$ cat src/rtl/nrzi_tx_ctrl_if.sv
// nrzi_tx_ctrl_if: byte-stream handshake between a payload source and nrzi_tx_ctrl.
//   data_in    : payload byte (source -> controller)
//   data_valid : data_in is valid (source -> controller)
//   data_last  : data_in is the final byte of the frame (source -> controller)
//   data_ready : controller accepts a byte this cycle (controller -> source)
// Modports: master = payload source, slave = controller.
interface nrzi_tx_ctrl_if;
  logic [7:0] data_in;
  logic       data_valid;
  logic       data_last;
  logic       data_ready;

  modport master (
    output data_in,
    output data_valid,
    output data_last,
    input  data_ready
  );

  modport slave (
    input  data_in,
    input  data_valid,
    input  data_last,
    output data_ready
  );
endinterface

$ cat src/rtl/nrzi_tx_ctrl.sv
// nrzi_tx_ctrl: transmit sequencer feeding the nrzi encoder's x input, one bit per clock.
// A frame is SYNC_BITS sync bits (SYNC_PATTERN, LSB-first), then payload bytes taken over a
// valid/ready handshake (LSB-first), then EOP_BITS trailer zeros.
// Optional feature: define NRZI_TX_BIT_STUFF_EN to insert a 0 after every six consecutive 1s
// in the data section (USB-style bit stuffing).
// Ports:
//   clock      : rising-edge clock, shared with nrzi
//   reset      : asynchronous active-low reset
//   start      : frame request, sampled only in IDLE
//   dbus       : payload handshake (slave modport of nrzi_tx_ctrl_if)
//   x_out      : bit to the encoder's x input
//   bit_en     : x_out carries a frame bit this cycle
//   busy       : frame in progress
//   done       : one-cycle pulse in the first IDLE cycle after a frame
//   err        : one-cycle pulse after an underrun
// All outputs are decoded from registers only.
module nrzi_tx_ctrl #(
  parameter int unsigned SYNC_BITS    = 8,
  parameter logic [15:0] SYNC_PATTERN = 16'h0080,
  parameter int unsigned EOP_BITS     = 2
) (
  input  logic           clock,
  input  logic           reset,
  input  logic           start,
  nrzi_tx_ctrl_if.slave  dbus,
  output logic           x_out,
  output logic           bit_en,
  output logic           busy,
  output logic           done,
  output logic           err
);

  localparam logic [2:0] StIdle  = 3'd0;
  localparam logic [2:0] StSync  = 3'd1;
  localparam logic [2:0] StData  = 3'd2;
`ifdef NRZI_TX_BIT_STUFF_EN
  localparam logic [2:0] StStuff = 3'd3;
`endif
  localparam logic [2:0] StEop   = 3'd4;

  localparam logic [3:0] SyncLast = 4'(SYNC_BITS - 1);
  localparam logic [3:0] EopLast  = 4'(EOP_BITS - 1);

  logic [2:0] state_q, state_d;
  logic [3:0] cnt_q, cnt_d;
  logic [7:0] shreg_q, shreg_d;
  logic       last_q, last_d;
  logic       done_q, done_d;
  logic       err_q, err_d;
  logic       ending;
`ifdef NRZI_TX_BIT_STUFF_EN
  logic [2:0] ones_q, ones_d;
  // Frame ends after the pending stuff bit instead of returning to DATA.
  logic       end_q, end_d;
  logic       stuff;
`endif

  always_comb begin
    state_d = state_q;
    cnt_d   = cnt_q;
    shreg_d = shreg_q;
    last_d  = last_q;
    done_d  = 1'b0;
    err_d   = 1'b0;
    ending  = 1'b0;
`ifdef NRZI_TX_BIT_STUFF_EN
    ones_d  = ones_q;
    end_d   = end_q;
    stuff   = 1'b0;
`endif
    case (state_q)
      StIdle: begin
        if (start) begin
          state_d = StSync;
          cnt_d   = 4'd0;
          last_d  = 1'b0;
        end
      end
      StSync: begin
        if (cnt_q == SyncLast) begin
          cnt_d = 4'd0;
`ifdef NRZI_TX_BIT_STUFF_EN
          ones_d = 3'd0;
`endif
          if (dbus.data_valid) begin
            shreg_d = dbus.data_in;
            last_d  = dbus.data_last;
            state_d = StData;
          end else begin
            err_d   = 1'b1;
            state_d = StEop;
          end
        end else begin
          cnt_d = cnt_q + 4'd1;
        end
      end
      StData: begin
        shreg_d = {1'b0, shreg_q[7:1]};
        cnt_d   = cnt_q + 4'd1;
`ifdef NRZI_TX_BIT_STUFF_EN
        if (shreg_q[0]) begin
          ones_d = (ones_q == 3'd6) ? 3'd6 : ones_q + 3'd1;
        end else begin
          ones_d = 3'd0;
        end
        stuff = (ones_d == 3'd6);
`endif
        // Bit 7: fetch the next byte, or finish on last byte / underrun.
        if (cnt_q == 4'd7) begin
          cnt_d = 4'd0;
          if (last_q) begin
            ending = 1'b1;
          end else if (dbus.data_valid) begin
            shreg_d = dbus.data_in;
            last_d  = dbus.data_last;
          end else begin
            err_d  = 1'b1;
            ending = 1'b1;
          end
        end
`ifdef NRZI_TX_BIT_STUFF_EN
        if (stuff) begin
          state_d = StStuff;
          end_d   = ending;
        end else if (ending) begin
          state_d = StEop;
        end
`else
        if (ending) begin
          state_d = StEop;
        end
`endif
      end
`ifdef NRZI_TX_BIT_STUFF_EN
      StStuff: begin
        ones_d  = 3'd0;
        state_d = end_q ? StEop : StData;
      end
`endif
      StEop: begin
        if (cnt_q == EopLast) begin
          state_d = StIdle;
          cnt_d   = 4'd0;
          done_d  = 1'b1;
        end else begin
          cnt_d = cnt_q + 4'd1;
        end
      end
      default: state_d = StIdle;
    endcase
  end

  always_ff @(posedge clock or negedge reset) begin
    if (!reset) begin
      state_q <= StIdle;
      cnt_q   <= 4'd0;
      shreg_q <= 8'd0;
      last_q  <= 1'b0;
      done_q  <= 1'b0;
      err_q   <= 1'b0;
`ifdef NRZI_TX_BIT_STUFF_EN
      ones_q  <= 3'd0;
      end_q   <= 1'b0;
`endif
    end else begin
      state_q <= state_d;
      cnt_q   <= cnt_d;
      shreg_q <= shreg_d;
      last_q  <= last_d;
      done_q  <= done_d;
      err_q   <= err_d;
`ifdef NRZI_TX_BIT_STUFF_EN
      ones_q  <= ones_d;
      end_q   <= end_d;
`endif
    end
  end

  assign bit_en = (state_q != StIdle);
  assign busy   = (state_q != StIdle);
  assign x_out  = ((state_q == StSync) && SYNC_PATTERN[cnt_q]) ||
                  ((state_q == StData) && shreg_q[0]);
  assign dbus.data_ready = ((state_q == StSync) && (cnt_q == SyncLast)) ||
                           ((state_q == StData) && (cnt_q == 4'd7) && !last_q);
  assign done = done_q;
  assign err  = err_q;

endmodule
$ cat src/flat_wrapper.sv
// flat-port wrapper written by rule: the top's interface ports become plain ports
module nrzi_tx_ctrl_flat 
#(
  parameter int unsigned SYNC_BITS    = 8,
  parameter logic [15:0] SYNC_PATTERN = 16'h0080,
  parameter int unsigned EOP_BITS     = 2
)
  (clock, reset, start, x_out, bit_en, busy, done, err, dbus_data_in, dbus_data_valid, dbus_data_last, dbus_data_ready);
  nrzi_tx_ctrl_if dbus_i ();
  input  logic clock;
  input  logic reset;
  input  logic start;
  output logic x_out;
  output logic bit_en;
  output logic busy;
  output logic done;
  output logic err;
  input wire logic [$bits(dbus_i.data_in)-1:0] dbus_data_in;
  input wire logic [$bits(dbus_i.data_valid)-1:0] dbus_data_valid;
  input wire logic [$bits(dbus_i.data_last)-1:0] dbus_data_last;
  output wire logic [$bits(dbus_i.data_ready)-1:0] dbus_data_ready;
  assign dbus_i.data_in = dbus_data_in;
  assign dbus_i.data_valid = dbus_data_valid;
  assign dbus_i.data_last = dbus_data_last;
  assign dbus_data_ready = dbus_i.data_ready;
  nrzi_tx_ctrl #(.SYNC_BITS(SYNC_BITS), .SYNC_PATTERN(SYNC_PATTERN), .EOP_BITS(EOP_BITS)) u_core (.clock(clock), .reset(reset), .start(start), .dbus(dbus_i), .x_out(x_out), .bit_en(bit_en), .busy(busy), .done(done), .err(err));
endmodule
$ cat config.mk
export PLATFORM = sky130hd
export DESIGN_NAME = nrzi_tx_ctrl_flat
export DESIGN_NICKNAME = d
export VERILOG_FILES = /design/src/rtl/nrzi_tx_ctrl_if.sv /design/src/rtl/nrzi_tx_ctrl.sv /design/src/flat_wrapper.sv
export SDC_FILE = /design/constraint.sdc
export NUM_CORES = 1
export LEC_CHECK = 0
export ABC_CLOCK_PERIOD_IN_PS = 1700
export BUFFER_PORTS_ARGS = -buffer_cell sky130_fd_sc_hd__buf_4
export CAP_MARGIN = 20
export CORE_ASPECT_RATIO = 1.75
export CORE_MARGIN = 8
export CORE_UTILIZATION = 40
export DETAILED_ROUTE_END_ITERATION = 12
export SLEW_MARGIN = 20
export SYNTH_ARGS = -nofsm -noshare
export SYNTH_HDL_FRONTEND = slang
export SYNTH_SLANG_ARGS = --single-unit
$ cat constraint.sdc
create_clock -name clock -period 1.7 [get_ports clock]
set_clock_uncertainty 0.1 [all_clocks]
set_input_delay 0 -clock clock [delete_from_list [all_inputs] [get_ports clock]]
set_output_delay 0 -clock clock [all_outputs]
set_load 0.02 [all_outputs]
* Word level (Yosys, flattened, before mapping) *
Memories as Yosys holds them, arrays and structs flattened.
Index checks and enable logic that the tools add are counted.

cells by class
  mux-type cells = 34
  magnitude comparators = 1
  reductions and logical operators = 18
  equality and inequality tests = 11
  add/sub/neg operators = 1

operator list
  kind                                                         count
  2-to-1 mux 8 bit                                             5
  2-to-1 mux 1 bit                                             16
  case mux 8 bit (2 select lines)                              1
  2-to-1 mux 3 bit                                             5
  2-to-1 mux 4 bit                                             3
  case mux 3 bit (4 select lines)                              1
  case mux 4 bit (3 select lines)                              1
  nonzero test 3 bit                                           3
  inequality test 2 x 1 -> 1 bit (second input constant)       4
  logical AND 1 bit                                            5
  less-than comparator 4 x 5 -> 1 bit (second input constant)  1
  AND reduction 5 bit                                          1
  adder 4 x 1 -> 4 bit (second input constant)                 1
  equality test 4 x 1 -> 1 bit (second input constant)         1
  equality test 4 x 3 -> 1 bit (second input constant)         1
  inequality test 2 bit (second input constant)                2
  AND reduction 4 bit                                          1
  equality test 3 x 1 -> 1 bit (second input constant)         1
  equality test 3 x 2 -> 1 bit (second input constant)         1
  equality test 3 bit (second input constant)                  1
  logical NOT 3 bit                                            1
  case mux 1 bit (3 select lines)                              1
  AND reduction 3 bit                                          1
  logical OR 1 bit                                             2
  other kinds (5)                                              5

storage, ports and cells
  memories = 1
  bits in read-only memories = 16
  word-level logic and storage cells = 72
  bits in registers = 18
  bits of input ports = 13
  output and inout bits = 6

memories
  name             words  bits a word  rd ports  clocked after Yosys merged registers in  wr ports  RTL line             source
  (no name shown)  16     1            1         0                                        0         nrzi_tx_ctrl.sv:181  assign x_out = ((state_q == StSync) && SYNC_PATTERN[cnt_q]) ||

* Depth between registers and ports, before layout *
Gate-level depths: netlist of run 1.

  word-level depth = 6
  mapped depth = 6
  mapped depth without buffers = 6

* Least setup slack after synthesis of run 1 *
No wires, ideal clock.

  kind = register to register
  from = reg u_core.cnt_q[0]
  to = reg u_core.shreg_q[5]
  clock period less this slack = 1.604 ns
  library setup time = 0.123 ns
  path slack = 0.096 ns
  data required time = 1.477 ns
  cell stages (with the launch flop) = 7
  arrival = 1.381 ns
  buffers on the path = 1
  cell sequence = dfrtp_1 ha_1 and4bb_4 a31o_4 buf_6 nor2_1 a21oi_1

between the ends
  word-level cells in the longest chain between the ends = 3
  elaborated cells on any way between the ends = 5
  those cells by class = eq/ne: 2; mux: 2; reduce/logical: 1

RTL lines
  what                                                                    RTL line                                 source
  start, declared                                                         nrzi_tx_ctrl.sv:45                       logic [3:0] cnt_q, cnt_d;
  start signal, assigned                                                  nrzi_tx_ctrl.sv:167                      cnt_q <= cnt_d;
  equality test 4 x 3 -> 1 bit *                                          nrzi_tx_ctrl.sv:80, nrzi_tx_ctrl.sv:109
  2-to-1 mux 8 bit or inequality test 2 x 1 -> 1 bit (tied branches)      --
  case mux 8 bit (2 select lines) or AND reduction 3 bit (tied branches)  --
  end signal, assigned                                                    nrzi_tx_ctrl.sv:168                      shreg_q <= shreg_d;
  end, declared                                                           nrzi_tx_ctrl.sv:46                       logic [7:0] shreg_q, shreg_d;

Mark *: on every way between the ends. The rest lies on a longest branch, timed or not.
A chain may end at the register's enable or synchronous reset.

* Final worst setup path of run 1 *
  from = reg u_core.cnt_q[1]
  to = reg u_core.cnt_q[3]

between the ends
  word-level cells in the longest chain between the ends = 3
  elaborated cells on any way between the ends = 6
  those cells by class = add/sub: 1; eq/ne: 2; mux: 3

RTL lines
  what                                          RTL line                                                      source
  adder 4 x 1 -> 4 bit (tied with other cells)  nrzi_tx_ctrl.sv:94, nrzi_tx_ctrl.sv:99, nrzi_tx_ctrl.sv:146
  2-to-1 mux 4 bit (on tied branches)           nrzi_tx_ctrl.sv:141, nrzi_tx_ctrl.sv:80, nrzi_tx_ctrl.sv:109
  case mux 4 bit (3 select lines) *             nrzi_tx_ctrl.sv:71                                            case (state_q)

Marks and branches as above.

==> results of run 1 <==
-- sequential cells by signal, summed over array words and instances (netlist names) --
signal,count
u_core.err,1
u_core.shreg_q,8
u_core.state_q,3
u_core.last_q,1
u_core.done,1
u_core.cnt_q,4
-- cells in the mapped netlist, types with 2 or more instances --
| library cell | count | area share (%) |
|---|---|---|
| sky130_fd_sc_hd__buf_2 | 3 | 1.3 |
| sky130_fd_sc_hd__nor3b_1 | 3 | 2.0 |
| sky130_fd_sc_hd__nand2b_1 | 2 | 1.1 |
| sky130_fd_sc_hd__nor2_1 | 13 | 4.4 |
| sky130_fd_sc_hd__inv_1 | 6 | 2.0 |
| sky130_fd_sc_hd__nand2_1 | 4 | 1.3 |
| sky130_fd_sc_hd__a22oi_1 | 3 | 2.0 |
| sky130_fd_sc_hd__o21ai_0 | 6 | 2.7 |
| sky130_fd_sc_hd__nor3b_2 | 2 | 2.2 |
| sky130_fd_sc_hd__buf_6 | 2 | 2.0 |
| sky130_fd_sc_hd__nor3_1 | 3 | 1.3 |
| sky130_fd_sc_hd__ha_1 | 3 | 3.4 |
| sky130_fd_sc_hd__nand3_1 | 3 | 1.3 |
| sky130_fd_sc_hd__mux2i_1 | 7 | 6.3 |
| sky130_fd_sc_hd__nor2b_1 | 4 | 2.2 |
| sky130_fd_sc_hd__a21oi_1 | 9 | 4.0 |
| sky130_fd_sc_hd__dfrtp_1 | 18 | 40 |
-- worst max path at each step --
stage	from	to	cells after the start
floorplan	u_core.cnt_q[0]	u_core.shreg_q[5]	6
global placement	u_core.cnt_q[0]	u_core.shreg_q[2]	5
detailed placement	u_core.cnt_q[1]	u_core.cnt_q[2]	6
CTS	u_core.cnt_q[0]	x_out	5
global route	u_core.state_q[2]	u_core.shreg_q[3]	6
finish	u_core.cnt_q[1]	u_core.cnt_q[3]	6
-- through the flow --
stage / hold WS (ns) / util, % / setup WS [ns] / setup TNS (ns) / std cells
floorplan: -0.3956 / - / 0.09622 / 0 / 114
global placement: -0.2166 / 49.30 / 0.07903 / 0 / 164
detailed placement: -0.2143 / 49.30 / -0.04339 / -0.04339 / 164
CTS: 0.06518 / 55.77 / 0.003962 / 0 / 179
global route: 0.08104 / 57.12 / -0.001006 / -0.001197 / 180
finish: 0.05283 / 57.12 / 0.09237 / 0 / 180
-- worst reg2reg max path: stages, from the launching register on --
cell and delay, ns:
sky130_fd_sc_hd__dfrtp_1 0.44, sky130_fd_sc_hd__ha_1 0.20, sky130_fd_sc_hd__and3b_1 0.21, sky130_fd_sc_hd__nor3b_1 0.07, sky130_fd_sc_hd__buf_4 0.15, sky130_fd_sc_hd__o21ai_0 0.20, sky130_fd_sc_hd__o211ai_1 0.12
-- cells by family (layout without fill, tap and decap cells) --
| logic type | count (synthesis) | in the layout | synth area share (%) |
|---|---|---|---|
| mux | 7 | 7 | 6.257 |
| simple gates | 42 | 42 | 23.80 |
| compound gates | 32 | 32 | 20.34 |
| fa+ha+maj | 3 | 3 | 3.352 |
| flops | 18 | 18 | 40.22 |
| buf+inv | 12 | 51 | 6.033 |
-- final cells by class --
cell class                      instances  area [um^2]  share of cell area, %
Clock buffer                            3        41.29                  2.687
Sequential cell                        18        455.4                  29.64
Timing Repair Buffer                   42        357.8                  23.29
Inverter                                6        22.52                  1.466
Tap cell                               27        33.78                  2.199
Multi-Input combinational cell         84        625.6                  40.72
-- what timing repair did --
| action | CTS | global route |
|---|---|---|
| pin swaps | 0 | 1 |
| hold buffers | 12 | 0 |
| gates cloned | 0 | 0 |
| endpoints found under the setup margin | 2 | 13 |
| buffers inserted | 0 | 1 |
| gates resized for setup | 3 | 6 |
| endpoints found under the hold margin | 29 | 0 |
-- metal layers --
layer	track usage (%)	vias to the layer above
li1	-	489
met1	11.53	480
met2	21.68	23
met3	2.219	7
met4	4.835	0
met5	0	-
-- power by group --
part	switching, mW	internal, mW
Combinational	0.534	0.569
Clock	0.133	0.157
Sequential	0.208	0.617
Total	0.875	1.34
==> implementation parameters, run 1 <==
Parameter                              Value

Placement
  Input/output buffers    18
  HPWL after detailed placement    1978 um
  Gp weighted congestion    0.9328
  Placed inst area    1326 um^2

Global routing
  Pin count of the biggest net entering global routing    19
  Via count of the first global-routing pass    1043
  Congestion Overflow GR    0
  First-pass GRT wire length    4650 um
  Antenna violations before repair    0
  GRT Resource Usage Total    11.44%

Timing
  Hold violation count in the final report    0
  Final setup viols    0
  Remaining max-slew budget at the tightest pin    76.74%
  Slew Viols, Final    0
  Pin slew with the least headroom to its limit    0.3401 ns
  Period utilization    94.57%
  Maximum operating frequency    622.0 MHz
  Final critical-path required period    1.608 ns

Route
  Remaining antenna violation count    0
  Detail Route met2 WL    1503 um
  Detailed route wirelength on metal3    100 um
  DRC violation total after the first TritonRoute iteration    37
  Total DRC errors in the routed layout    0
  WL final    2693 um
  Number of search-and-repair iterations in the first detailed-routing pass    4
  Top metal layer carrying routed signals    met4
  Routed length on met1    1033 um
  Drt via density    5.550
  Final routed wire length divided by cell count    14.96 um
  Vias after detailed routing    999

Pwr
  Leakage power figure    0.7242 nW
  Peak VDD IR    0.7220 mV
  Total power draw    2.218 mW
  Power per cell area    1444 nW/um^2

Clock tree
  Sinks on Clock Net    18
  Worst-Skew Late Latency    0.25 ns
  H-Tree Level Count    1
  TritonCTS buffer count    3
  Max Buffers Root-to-Sink    2
  Clock tree from TritonCTS    yes
  Clock transition time at the flip-flop clock pins of the worst setup and hold paths    0.07 ns
  CTS Root Buffer Type    sky130_fd_sc_hd__clkbuf_8

Critical path
  Depth of the worst register-to-register path    6
  Critical path's slowest cell    sky130_fd_sc_hd__dfrtp_1
  Worst stage delay on the critical path    0.44 ns
  FF-to-FF setup slack    0.09 ns
  Critical path data required time    1.72 ns
  Maximum net fanout on the critical path    4
  Worst setup SP type    flop
  Cell family with most CP delay    flip-flops
  Critical setup path kind    flop to flop
  Worst R2R End    u_core.cnt_q[3]
  Critical path cell sequence    ha_1 > and3b_1 > nor3b_1 > buf_4 > o21ai_0 > o211ai_1
  WP buf/inv    1
  Data arrival time at the worst-slack endpoint    1.63 ns
  Reg2reg start    u_core.cnt_q[1]
  Endpoint kind of the worst setup timing path    flop

Cells and area
  Post-route cell area    1536 um^2
  Area overhead of the layout relative to synthesis    37.21%
  Diodes inserted    0
  Number of filler cells placed in the layout    235
  Most frequent standard cell in the layout excluding fill and tap cells    sky130_fd_sc_hd__buf_4
  Share of cells above drive strength 1    31.37%
  Most frequent cells in the layout    29 x sky130_fd_sc_hd__buf_4, 14 x sky130_fd_sc_hd__dfrtp_1, 13 x sky130_fd_sc_hd__nor2_1
  Net count reported at finish    171

Floorplan
  I/O pin cnt    19
  Die footprint    4815 um^2
  Die Width    56.00 um
  Cell Rows    25
  Height of the die    86.00 um
  Area of the core    2690 um^2
  Initial core utilization    41.63%

Synth
  Share of synthesized registers carrying an async set or reset    100.0%
  Post-synthesis sequential area ratio    40.22%
  Number of enable-type register cells in the synthesized netlist    0
  Mapped Cells    114
  Total of warnings raised by yosys    0
  Flip-flop and latch count after synthesis    18
  Synth Cell Area    1120 um^2
  Top_reg_cell synth    sky130_fd_sc_hd__dfrtp_1
  Total nets after synthesis    130
  Count of cell types in the netlist    40
  Synth Area per Inst    9.823 um^2

Worst hold path
  Worst hold path class    input port to async pin

Run status
  Outcome    finished clean

Job
  Max-cap violation count    0
Power figures use the tool's default switching activity.
==> run 2: changes to the inputs <==
Settings changed: ABC_AREA set to 1, CORE_ASPECT_RATIO 1.75 to 1.2, RECOVER_POWER set to 50.
==> run 2 against run 1 <==
  * Register-to-register slack improved by 0.06 ns
  * Count of clock-buffer cells in the layout rose by 1
  * Maximum frequency rose by 1.4%
  * Final area fell by 0.90%
  * Combinational power rose by 27%
  * Critical path type is now flop to output pin
  * Synthesized area rose by 1.2%
  * Via count rose by 13%
  * First-iteration DRC count rose by 140%
  * Core utilization fell by 1.9 points
==> implementation parameters, run 2 <==
Parameter                              Value

Synth
  Post-synthesis sequential area ratio    39.74% (-0.49 points)
  Most common cell in the netlist    sky130_fd_sc_hd__nand2_1
  Most area-hungry cell type in the Yosys netlist    sky130_fd_sc_hd__dfrtp_1
  Commonest cells in the netlist    69 x sky130_fd_sc_hd__nand2_1, 24 x sky130_fd_sc_hd__inv_1, 19 x sky130_fd_sc_hd__nand3_1, 18 x sky130_fd_sc_hd__dfrtp_1, 8 x sky130_fd_sc_hd__nor2_1
  Synth Cell Area    1134 um^2 (+1.2%)
  Count of cell types in the netlist    24 (-40%)
  Cell types occupying the most area after synthesis    sky130_fd_sc_hd__dfrtp_1 40%, sky130_fd_sc_hd__nand2_1 23%, sky130_fd_sc_hd__nand3_1 8.4%, sky130_fd_sc_hd__inv_1 7.9%, sky130_fd_sc_hd__ha_1 3.3%
  Mapped Cells    167 (+46%)
  Share of synthesized registers carrying an async set or reset    100.0% (unchanged)
  Total nets after synthesis    183 (+41%)
  Flip-flop and latch count after synthesis    18 (unchanged)
  Total of warnings raised by yosys    0 (unchanged)
  Number of enable-type register cells in the synthesized netlist    0 (unchanged)
  Top_reg_cell synth    sky130_fd_sc_hd__dfrtp_1
  Fraction of post-synthesis cell area in the top cell type by area    39.74% (-0.49 points)
  Synth Area per Inst    6.788 um^2 (-31%)

Floorplan
  I/O pin cnt    19 (unchanged)
  Initial core utilization    41.09% (-0.54 points)
  Area of the core    2759 um^2 (+2.6%)
  Height of the die    74.32 um (-14%)
  Die Width    64.60 um (+15%)
  Cell Rows    21 (-16%)
  Die footprint    4800 um^2 (-0.31%)

Worst hold path
  Hold wc startpoint    start
  Count of cells along the worst hold path    4
  Worst hold path class    input port to flop
  Endpoint of the worst hold path    u_core.state_q[1]

Route
  Total DRC errors in the routed layout    0 (unchanged)
  Remaining antenna violation count    0 (unchanged)
  DRC violation total after the first TritonRoute iteration    89 (+140%)
  Final routed wire length divided by cell count    11.76 um (-21%)
  Drt via density    4.741 (-15%)
  Vias after detailed routing    1133 (+13%)
  WL final    2811 um (+4.4%)
  Number of search-and-repair iterations in the first detailed-routing pass    4 (unchanged)

Placement
  Gp weighted congestion    0.7614 (-18%)
  HPWL after detailed placement    2012 um (+1.7%)
  Input/output buffers    18 (unchanged)
  DP Worst Slack    0.08572 ns (+0.1291 ns)

Cells and area
  Largest registers    u_core.shreg_q x8, u_core.cnt_q x4, u_core.state_q x3
  Most frequent cells in the layout    69 x sky130_fd_sc_hd__nand2_1, 24 x sky130_fd_sc_hd__inv_1, 19 x sky130_fd_sc_hd__buf_4
  Area overhead of the layout relative to synthesis    34.33%
  Top reg by flops    u_core.shreg_q
  Most frequent standard cell in the layout excluding fill and tap cells    sky130_fd_sc_hd__nand2_1
  Storage cell area    452.9 um^2 (-0.55%)
  Diodes inserted    0 (unchanged)
  Final design utilization    55.19% (-1.9 points)
  Net count reported at finish    222 (+30%)
  Area of the multi-input gates    595.6 um^2 (-4.8%)
  Share of cells above drive strength 1    20.00% (-11 points)
  Max reg flops    8 (unchanged)
  Number of filler cells placed in the layout    273 (+16%)

Critical path
  Worst setup SP type    flop
  Data arrival time at the worst-slack endpoint    1.49 ns (-0.14 ns)
  Depth of the worst register-to-register path    7 (+1)
  Critical setup path kind    flop to output pin
  Reg2reg start    u_core.state_q[0]
  Critical path data required time    1.60 ns (-0.12 ns)
  FF-to-FF setup slack    0.15 ns (+0.06 ns)
  Endpoint kind of the worst setup timing path    output pin
  Maximum net fanout on the critical path    4 (unchanged)
  Worst R2R End    u_core.shreg_q[2]

Timing
  Unrepaired setup endpoints after global routing    false
  Setup TNS after final layout    0 ns (unchanged)
  Final setup viols    0 (unchanged)
  Slack of the critical path    0.1142 ns (+0.02188 ns)
  Period utilization    93.28% (-1.3 points)
  Slew Viols, Final    0 (unchanged)
  Hold violation count in the final report    0 (unchanged)
  Remaining max-slew budget at the tightest pin    65.81% (-11 points)
  Maximum operating frequency    630.6 MHz (+1.4%)
  Final critical-path required period    1.586 ns (-0.02188 ns)
  Pin slew with the least headroom to its limit    0.5112 ns (+0.1711 ns)
  Hold slack final    0.1200 ns (+0.06720 ns)

Pwr
  Total power draw    2.448 mW (+10%)
  Clock share of power    11.1% (-2.0 points)
  Combinational share of power    57.4% (+7.7 points)
  Leakage power figure    0.8430 nW (+16%)
  Switching portion of total power    48.45% (+9.0 points)
  Reported net switching power    1.186 mW (+36%)
  Internal power contribution    1.262 mW (-6.1%)
  Peak VDD IR    0.9621 mV (+33%)
  Power per cell area    1608 nW/um^2 (+11%)
  Seq pwr share    31.6% (-5.6 points)

Clock tree
  CTS Root Buffer Type    sky130_fd_sc_hd__clkbuf_4
  Sinks on Clock Net    18 (unchanged)
  Max Buffers Root-to-Sink    2 (unchanged)
  Worst-Skew Late Latency    0.29 ns (+0.04 ns)
  H-Tree Level Count    1 (unchanged)
  Clock transition time at the flip-flop clock pins of the worst setup and hold paths    0.11 ns (+0.04 ns)
  Clock tree from TritonCTS    yes
  TritonCTS buffer count    3 (unchanged)

Global routing
  Via count of the first global-routing pass    1191 (+14%)
  Congestion Overflow GR    0 (unchanged)
  Antenna violations before repair    0 (unchanged)
  First-pass GRT wire length    4940 um (+6.2%)
  GRT Resource Usage Total    12.69% (+1.3 points)
  Pin count of the biggest net entering global routing    11 (-8)

Run status
  Outcome    finished clean

Job
  Max-cap violation count    0 (unchanged)
[run 2: cell count changes after synthesis, sizes merged, moves of 5 or more]
cell and change:
a21oi -7, buf -5, inv +22, mux2i -7
nand2 +67, nand3 +18, nor3b -5
[run 2: timing repair]
action	CTS	global route
buffers inserted	0	3
hold buffers	13	0
endpoints found under the hold margin	29	0
gates resized for setup	0	8
setup endpoints to repair	0	10
[run 2: worst max path at each step]
| stage | endpoint | start |
|---|---|---|
| global placement | u_core.shreg_q[3] | u_core.cnt_q[0] |
| floorplan | dbus_data_ready | u_core.cnt_q[0] |
| detailed placement | u_core.shreg_q[2] | u_core.cnt_q[0] |
| finish | dbus_data_ready | u_core.cnt_q[1] |
| global route | dbus_data_ready | u_core.cnt_q[0] |
| CTS | dbus_data_ready | u_core.cnt_q[0] |
[run 2: logic make-up (layout without fill, tap and decap cells)]
group	after synthesis	count (layout)	synth area share, %
AOI/OAI and AO/OA	9	9	4.747
xor gates and xnor gates	1	1	0.7728
adders and majority gates	3	3	3.312
buffers and inverters	29	67	9.934
DFF	18	18	39.73
and+or+nand+nor	107	107	41.50
[run 2: power by group through the flow]
stage | sequential [mW] | clock (mW) | combinational, mW
after floorplan | 0.743 | 0 | 1.00
after global placement | 0.771 | 0 | 1.29
after detailed placement | 0.776 | 0 | 1.31
after CTS | 0.768 | 0.281 | 1.34
after global routing | 0.794 | 0.296 | 1.61
final | 0.773 | 0.271 | 1.40
[run 2: through the flow]
step	area, um^2	instances
2_1_floorplan	1134	167
3_3_place_gp	1311	219
3_5_place_dp	1311	219
4_1_cts	1478	236
5_1_grt	1523	239
6_report	1523	239
[run 2: area by class of cell]
class	instances	share of cell area, %
multi-input cells	120	39.11
flip-flops and latches	18	29.75
repair buffers	35	18.90
inverters	28	7.067
well taps	34	2.794
clock buffers	4	2.383
[run 2: critical path: stages (launching register included)]
cell	delay (ns)
sky130_fd_sc_hd__dfrtp_1	0.42
sky130_fd_sc_hd__ha_1	0.21
sky130_fd_sc_hd__nand3_2	0.15
sky130_fd_sc_hd__o31ai_2	0.24
sky130_fd_sc_hd__buf_4	0.17
[run 2: routing by layer]
| metal | GRT usage, % | part of all wire [%] | vias up |
|---|---|---|---|
| li1 | - | - | 589 |
| met1 | 14.07 | 44 | 511 |
| met2 | 21.79 | 49 | 29 |
| met3 | 3.464 | 5.3 | 4 |
| met4 | 6.553 | 1.4 | 0 |
| met5 | 0 | 0 | - |
==> run 3: changes to the inputs <==
Settings changed: ABC_CLOCK_PERIOD_IN_PS 1700 to 1400.
Clock period 1.7 ns to 1.4 ns, I/O delays scaled along.
==> run 3 against run 2 <==
  * The run now ends with setup timing left
  * Non-clock buffer count up 25
  * Core utilization up 18 points
  * Final cell count up 11%
  * First-iteration DRC count down 30%
  * Via count up 15%
  * Critical endpoint unchanged
  * Highest routed layer unchanged
==> implementation parameters, run 3 (same netlist as run 2, synthesis figures left out) <==
Parameter                              Value

Cells and area
  Final design utilization    72.83% (+18 points)
  Cell Count, Final, Fillers Out    265 (+11%)
  Most frequent cells in the layout    55 x sky130_fd_sc_hd__nand2_1, 36 x sky130_fd_sc_hd__buf_4, 21 x sky130_fd_sc_hd__inv_1
  Max reg flops    8 (unchanged)
  Post-route cell area    2009 um^2 (+32%)
  Area overhead of the layout relative to synthesis    77.26%
  Most frequent standard cell in the layout excluding fill and tap cells    sky130_fd_sc_hd__nand2_1
  Net count reported at finish    248 (+12%)
  Share of cells above drive strength 1    46.32% (+26 points)
  Largest registers    u_core.shreg_q x8, u_core.cnt_q x4, u_core.state_q x3
  Diodes inserted    0 (unchanged)
  Top reg by flops    u_core.shreg_q

Floorplan
  Height of the die    74.32 um (unchanged)
  Die Width    64.60 um (unchanged)
  Initial core utilization    41.09% (unchanged)
  Die footprint    4800 um^2 (unchanged)
  Cell Rows    21 (unchanged)
  I/O pin cnt    19 (unchanged)
  Area of the core    2759 um^2 (unchanged)

Route
  Drt via density    4.928 (+4.0%)
  Vias after detailed routing    1306 (+15%)
  Remaining antenna violation count    0 (unchanged)
  Total DRC errors in the routed layout    0 (unchanged)
  Number of search-and-repair iterations in the first detailed-routing pass    4 (unchanged)
  WL final    3635 um (+29%)
  DRC violation total after the first TritonRoute iteration    62 (-30%)
  Final routed wire length divided by cell count    13.72 um (+17%)

Worst hold path
  Hold wc startpoint    start
  Worst hold path class    input port to flop

Placement
  Input/output buffers    18 (unchanged)
  Total placed cells including tap cells    232 (+5.9%)
  Placed inst area    1414 um^2 (+7.8%)
  DP Worst Slack    -0.1252 ns (-0.2109 ns)
  HPWL after detailed placement    2150 um (+6.9%)
  Gp weighted congestion    0.8327 (+9.4%)

Global routing
  Congestion Overflow GR    0 (unchanged)
  Via count of the first global-routing pass    1260 (+5.8%)
  Pin count of the biggest net entering global routing    19 (+8)
  GRT Resource Usage Total    14.45% (+1.8 points)
  First-pass GRT wire length    5547 um (+12%)
  Antenna violations before repair    0 (unchanged)

Critical path
  Critical path's slowest cell    sky130_fd_sc_hd__dfrtp_1
  Reg2reg start    u_core.state_q[0]
  Maximum net fanout on the critical path    4 (unchanged)
  Depth of the worst register-to-register path    7 (unchanged)
  Critical setup path kind    flop to output pin
  Path length in cells of the critical path    5 (+1)
  Critical path data required time    1.30 ns (-0.30 ns)
  Critical path cell sequence    ha_4 > nand3_4 > buf_6 > o31ai_2 > buf_4
  Worst setup SP type    flop
  Endpoint kind of the worst setup timing path    output pin
  WP buf/inv    2 (+1)
  Cell family with most CP delay    flip-flops
  Worst R2R End    u_core.state_q[1]
  Start point of the critical path    u_core.cnt_q[0]
  Data arrival time at the worst-slack endpoint    1.52 ns (+0.03 ns)
  CP Capture Point    dbus_data_ready
  FF-to-FF setup slack    -0.16 ns (-0.31 ns)
  Worst stage delay on the critical path    0.45 ns (+0.03 ns)

Timing
  Unrepaired setup endpoints after global routing    true
  Final setup viols    20 (+20)
  Pin slew with the least headroom to its limit    1.031 ns (+0.5201 ns)
  Setup TNS after final layout    -2.381 ns (-2.381 ns)
  Hold violation count in the final report    0 (unchanged)
  Slack of the critical path    -0.2213 ns (-0.3356 ns)
  Slew Viols, Final    0 (unchanged)
  Remaining max-slew budget at the tightest pin    31.25% (-35 points)
  Maximum operating frequency    616.8 MHz
  Hold slack final    0.1696 ns (+0.04956 ns)
  Final critical-path required period    1.621 ns
  Period utilization    115.8%

Run status
  Failing checks    setup timing
  Outcome    finished with violations

Clock tree
  CTS Root Buffer Type    sky130_fd_sc_hd__clkbuf_4
  Clock tree from TritonCTS    yes
  Worst-Skew Late Latency    0.31 ns (+0.02 ns)
  Max Buffers Root-to-Sink    2 (unchanged)
  Sinks on Clock Net    18 (unchanged)
  TritonCTS buffer count    3 (unchanged)
  Clock transition time at the flip-flop clock pins of the worst setup and hold paths    0.11 ns (about the same)
  H-Tree Level Count    1 (unchanged)

Pwr
  Power per cell area    2159 nW/um^2 (+34%)
  Leakage power figure    1.057 nW (+25%)
  Total power draw    4.339 mW (+77%)
  Peak VDD IR    1.264 mV (+31%)

Job
  Max-cap violation count    0 (unchanged)
[run 3: cell count changes in the layout (fill, tap and decap cells not counted), sizes merged]
cell / before / now
nand3: 21 / 22
clkbuf: 7 / 5
buf: 19 / 48
dlygate4sd3: 13 / 11
[run 3: per-layer routing]
metal,track usage (%),share of wire [%],up-vias
met3,3.765,4.8,9
met4,8.010,2.3,0
met2,25.44,51,31
li1,-,-,646
met5,0,0,-
met1,15.43,42,620
[run 3: power by group]
part           total, mW  leakage, nW  switching (mW)  internal [mW]
Sequential         0.931        0.226           0.184          0.747
Combinational       3.07        0.810            1.69           1.38
Clock              0.333       0.0210           0.174          0.159
Total               4.34         1.06            2.05           2.29
[run 3: worst min-delay path: stages]
cell                       delay [ns]
sky130_fd_sc_hd__buf_4           0.08
sky130_fd_sc_hd__nand3b_1        0.24
sky130_fd_sc_hd__o21ai_4         0.12
sky130_fd_sc_hd__nand2_2         0.06
sky130_fd_sc_hd__nand2_1         0.05
[run 3: how the worst min path moves through the flow]
stage                        end  slack, ns  cells after the start
6_report         u_core.cnt_q[3]       0.17                      5
5_1_grt          u_core.cnt_q[3]       0.18                      5
4_1_cts        u_core.state_q[2]     0.0006                      2
3_5_place_dp   u_core.state_q[2]      -0.21                      1
3_3_place_gp   u_core.state_q[2]      -0.22                      1
2_1_floorplan    u_core.cnt_q[0]      -0.40                      0
[run 3: final cells by class]
cell class              count  area [um^2]
multi-input cells         121        828.3
fillers                   192        749.5
repair buffers             60        536.8
flip-flops and latches     18        452.9
inverters                  28        112.6
well taps                  34        42.54
clock buffers               4        36.28
[run 3: timing repair]
| action | CTS | global route |
|---|---|---|
| hold endpoints to repair | 29 | 0 |
| hold buffers | 11 | 0 |
| endpoints found under the setup margin | 19 | 22 |
| resized for setup | 46 | 29 |
| pin swaps | 12 | 20 |
| gates cloned | 1 | 0 |
| setup buffers | 10 | 8 |
